### src/rtl/stream_blk_mgr.sv
// Byte-stream packer and digest serializer for the block hash core.
// Full blocks are parked until finality is known; the digest drains low byte first.
module stream_blk_mgr #(
  parameter int              W         = 32,
  parameter logic [8*W-1:0]  TEST_MASK = '0
) (
  input  logic                clk,
  input  logic                rst,
  input  logic                start,
  input  logic                finish,
  input  logic                tst,
  input  logic [$clog2(W):0]  outlen,
  input  logic [7:0]          din,
  input  logic                din_valid,
  output logic                din_ready,
  output logic [16*W-1:0]     blk_m,
  output logic [2*W-1:0]      blk_t,
  output logic                blk_f,
  output logic                blk_valid,
  input  logic                blk_ready,
  input  logic [8*W-1:0]      h_in,
  input  logic                h_valid,
  output logic [7:0]          dout,
  output logic                dout_valid,
  input  logic                dout_ready,
  output logic                dout_last,
  output logic                busy
);
  localparam int B  = 2 * W;
  localparam int MB = 16 * W;
  localparam int CW = $clog2(B) + 1;
  localparam int OW = $clog2(W) + 1;
  localparam logic [CW-1:0] CNT_LAST = CW'(B - 1);
  localparam logic [OW-1:0] LEN_MAX  = OW'(W);

  typedef enum logic [2:0] {IDLE, FILL, HOLD, SEND, WAIT_H, DRAIN} state_t;
  state_t state, nxt;

  logic [MB-1:0]  m, ins;
  logic [CW-1:0]  cnt;
  logic [2*W-1:0] t;
  logic           f, tst_q;
  logic [OW-1:0]  len_q, out_cnt, len_norm;
  logic [8*W-1:0] h;

  // Byte k lands k bytes below the top of the block.
  assign ins      = {din, {(MB-8){1'b0}}} >> {cnt, 3'b000};
  assign len_norm = (outlen == '0 || outlen > LEN_MAX) ? LEN_MAX : outlen;

  always_ff @(posedge clk) begin
    if (rst) state <= IDLE;
    else     state <= nxt;
  end

  always_comb begin
    nxt = state;
    case (state)
      FILL:    if (din_valid && cnt == CNT_LAST) nxt = HOLD;
               else if (!din_valid && finish)   nxt = SEND;
      HOLD:    if (din_valid || finish) nxt = SEND;
      SEND:    if (blk_ready) nxt = f ? WAIT_H : FILL;
      WAIT_H:  if (h_valid) nxt = DRAIN;
      DRAIN:   if (dout_ready && out_cnt == OW'(1)) nxt = IDLE;
      default: nxt = IDLE;
    endcase
    if (start) nxt = FILL;
  end

  always_ff @(posedge clk) begin
    if (rst) begin
      m <= '0; cnt <= '0; t <= '0; f <= 1'b0; tst_q <= 1'b0;
      len_q <= '0; out_cnt <= '0; h <= '0;
    end else if (start) begin
      m <= '0; cnt <= '0; t <= '0; f <= 1'b0;
      tst_q <= tst; len_q <= len_norm;
    end else begin
      case (state)
        FILL: begin
          if (din_valid) begin
            m   <= m | ins;
            cnt <= cnt + 1'b1;
            t   <= t + 1'b1;
          end else if (finish) begin
            f <= 1'b1;
          end
        end
        // A waiting byte proves more data follows, so it wins over finish.
        HOLD:   if (!din_valid && finish) f <= 1'b1;
        SEND:   if (blk_ready && !f) begin m <= '0; cnt <= '0; end
        WAIT_H: if (h_valid) begin
                  h       <= h_in ^ (tst_q ? TEST_MASK : '0);
                  out_cnt <= len_q;
                end
        DRAIN:  if (dout_ready) begin
                  h       <= h >> 8;
                  out_cnt <= out_cnt - 1'b1;
                end
        default: ;
      endcase
    end
  end

  assign din_ready  = (state == FILL);
  assign blk_valid  = (state == SEND);
  assign blk_m      = m;
  assign blk_t      = {t[W-1:0], t[2*W-1:W]};
  assign blk_f      = f;
  assign dout       = h[7:0];
  assign dout_valid = (state == DRAIN);
  assign dout_last  = (state == DRAIN) && (out_cnt == OW'(1));
  assign busy       = (state != IDLE);
endmodule

### config.mk
export PLATFORM = sky130hd
export DESIGN_NAME = stream_blk_mgr
export DESIGN_NICKNAME = d
export VERILOG_FILES = /design/src/rtl/stream_blk_mgr.sv
export SDC_FILE = /design/constraint.sdc
export NUM_CORES = 2
export LEC_CHECK = 0
export BUFFER_PORTS_ARGS = -buffer_cell sky130_fd_sc_hd__buf_2
export CORE_AREA = 2 2 337 339
export DETAILED_ROUTE_END_ITERATION = 16
export DIE_AREA = 0 0 339 341
export GPL_ROUTABILITY_DRIVEN = 0
export PLACE_DENSITY_LB_ADDON = 0.08
export SYNTH_ARGS = -nofsm -noshare
export SYNTH_HDL_FRONTEND = slang
export SYNTH_SLANG_ARGS = --single-unit
### constraint.sdc
create_clock -name clk -period 3.28 [get_ports clk]
set_clock_uncertainty 0.1 [all_clocks]
set_input_delay 0.656 -clock clk [delete_from_list [all_inputs] [get_ports clk]]
set_output_delay 0.656 -clock clk [all_outputs]
set_load 0.005 [all_outputs]
==> impl_metrics.csv <==
group,metric,value,unit
global_route,grt_max_degree,185,
layout,layout_common_cells,"nand2_1, buf_2, dfxtp_1, o21ai_0, nor2_1",
pwr,seqPwrFrac,46.6,%
synthesis,ys_warn_count,0,
critical_path,critPathArrivalTime,2.16,ns
pwr,ir_drop,0.000406,V
floorplanning,num_rows,123,
cts,clkLatencyLatePin,0.68,ns
cts,htreeDepth,3,
layout,final_common_cell,"nand2_1",
route,wl_per_cell,22.5,µm
timing,slew_headroom,35.2,%
synthesis,synth-seq-cells,855,
floorplanning,fp.dieH,341,µm
placement,hpwl,96600,µm
synthesis,postSynthNetCount,3980,
layout,syn_to_final_growth,30.7,%
cts,cts-root-buf,"clkbuf_16",
timing,slew_violations,0,
floorplanning,coreArea,112000,µm²
synthesis,synth_top_area_cell,"dfxtp_1",
critical_path,path_cells,"buf_4 > nand3b_1 > buf_4 > nor2_1 > buf_2",
critical_path,cpPeakStageDelay,0.46,ns
timing,final.setup.tns,0,ns
layout,fillers,12200,
timing,timing.fmax,343,MHz
synthesis,synthCells,3697,
critical_path,critPathTopFamily,"buffers and inverters",
timing,setup_violations,0,
synthesis,ys.flop_type,"dfxtp_1",
route,drcViolationCount,0,
floorplanning,dieArea,116000,µm²
synthesis,synth-edff-count,0,
critical_path,cp-start-kind,"register",
layout,multi_input_area,12400,µm²
route,drt_iter0_markers,1813,
floorplanning,boundaryPins,869,
layout,drive_gt1_share,25.2,%
min_path,hp-class,"primary input to register",
timing,rsz0062_at_grt,"no",
synthesis,synth_area_leaders,"dfxtp_1, nand2_1, a311oi_1",
layout,final_area,40200,µm²
timing,finalHoldViolCount,0,
status,status,"complete, no violations",
synthesis,avgSynthCellArea,8.33,µm²
pwr,p_total,0.0223,W
floorplanning,fp.dieW,339,µm
critical_path,crit_required,2.52,ns
critical_path,cp_slowest_cell,"buf_4",
cts,cts_setup_buffers,0,
synthesis,ys_types,60,
floorplanning,initial_core_util,27.5,%
placement,dpl_cell_area,36900,µm²
global_route,antenna_found_initial,65,
critical_path,critPathCaptureType,"output port",
cts,cts.sinks,855,
pwr,power_frac_clock,50.4,%
critical_path,cp.buffers_inverters,3,
cts,clock_path_buffers,3,
cts,cts_inserted_buffers,100,
pwr,combPwrFrac,3.0,%
cts,postCtsHoldBufs,0,
critical_path,crit_fanout,35,
synthesis,ys_seq_area_share,55.6,%
global_route,grt_usage,22.5,%
route,vias,28900,
critical_path,criticalPathCategory,"register to output port",
layout,nets,4730,
layout,seqCellArea,17100,µm²
route,viasPerCell,4.79,
pwr,power_density,555,nW/µm²
synthesis,ys_async_sr_fraction,0,%
timing,fin_crit_sh,89.0,%
synthesis,synth_top_area_share,55.6,%
job,drv_cap,0,
timing,fin_crit,2.92,ns
timing,hold_slack,0.117,ns
route,first_pass_iters,5,
placement,io_buffer_count,867,
pwr,p_int,0.0172,W
timing,worst_slew_pin_slew,0.962,ns
cts,post_cts_resized,0,
global_route,grt_pass1_vias,27200,
global_route,grt_pass1_wl,194000,µm
route,wirelength,136000,µm
synthesis,syn_area,30800,µm²
pwr,switchingPower,0.00511,W
critical_path,crit_top_cell,"buf_4",
global_route,overflow,0,
pwr,swShare,22.9,%
route,drtAntennaViolNets,0,
pwr,power.leakage,16.2,nW
cts,cts_tree,"done",
cts,clk_pin_slew_worst_paths,0.06,ns
[registers in the layout, indices dropped and copies added, names as in the netlist]
register and flops:
blk_f 1, blk_m 512, cnt 7, h 256
len_q 6, out_cnt 6, state 3, t 64
[area by class of cell]
cell class	instances	area share (%)
antenna	9	0.0560
clock buffer	160	7.38
clock inverter	22	0.883
inverter	15	0.159
multi-input combinational	2516	30.9
sequential	855	42.5
tap	1500	4.66
timing repair buffer	959	13.4
[cells in the mapped netlist, drive strengths merged (5+ instances only)]
| cell type | count |
|---|---|
| o31ai | 11 |
| buf | 48 |
| o21a | 5 |
| a21oi | 48 |
| xnor2 | 15 |
| nand4 | 30 |
| clkbuf | 263 |
| nand2 | 1093 |
| and2 | 10 |
| a211oi | 5 |
| nor3 | 12 |
| nor4 | 13 |
| or3 | 20 |
| o21ai | 537 |
| a311oi | 248 |
| a22oi | 8 |
| dfxtp | 855 |
| nand3 | 36 |
| nor2 | 332 |
| nor2b | 8 |
| or4 | 13 |
| xor2 | 22 |
| inv | 14 |
[power by group through the flow]
stage               logic, W  clock network [W]  registers [W]
floorplan           0.000292                  0         0.0106
global placement    0.000684                  0         0.0106
detailed placement  0.000683                  0         0.0106
CTS                 0.000685             0.0116         0.0104
global route        0.000734             0.0120         0.0104
finish              0.000670             0.0113         0.0104
[layer usage]
layer	part of all wire, %	vias up	global-route usage, %
met2	49	827	39.3
met1	41	13700	26.9
li1	-	14100	-
met5	0.21	-	0
met4	2.9	46	6.73
met3	6.4	262	5.76
[logic make-up after synthesis]
logic type	after synthesis	share of synthesized area [%]
adder cells (fa/ha/maj)	4	0.163
AND/OR/NAND/NOR	1595	21.2
XOR/XNOR	37	1.05
AO/OA/AOI/OAI	879	17.7
buffers and inverters	326	4.24
flip-flops	855	55.6
multiplexers	1	0.0366
[worst paths after layout]
path	start	slack [ns]	to	cells past startpoint
setup reg to reg	state[0]	0.61	blk_m[365]	7
hold reg to reg	blk_m[154]	0.34	blk_m[154]	2
hold / removal	h_in[249]	0.12	h[249]	3
setup / recovery	state[1]	0.36	dout_last	5
[metrics by stage]
step / setup WS [ns] / cells / util, %
2_1_floorplan: 0.547 / 3697 / -
3_3_place_gp: 0.320 / 5845 / 33.0
3_5_place_dp: 0.300 / 5845 / 33.0
4_1_cts: 0.259 / 6027 / 35.9
5_1_grt: 0.172 / 6032 / 36.0
6_report: 0.361 / 6036 / 36.0
[worst register-to-register path: stages, from the launching register on]
cell and delay, ns:
dfxtp_1 0.32, buf_4 0.22, nor2b_1 0.25, o21ai_1 0.22
nor4b_2 0.65, nand2_2 0.38, buf_12 0.29, o21ai_0 0.20
No activity file was read; power rests on OpenSTA's default activity.
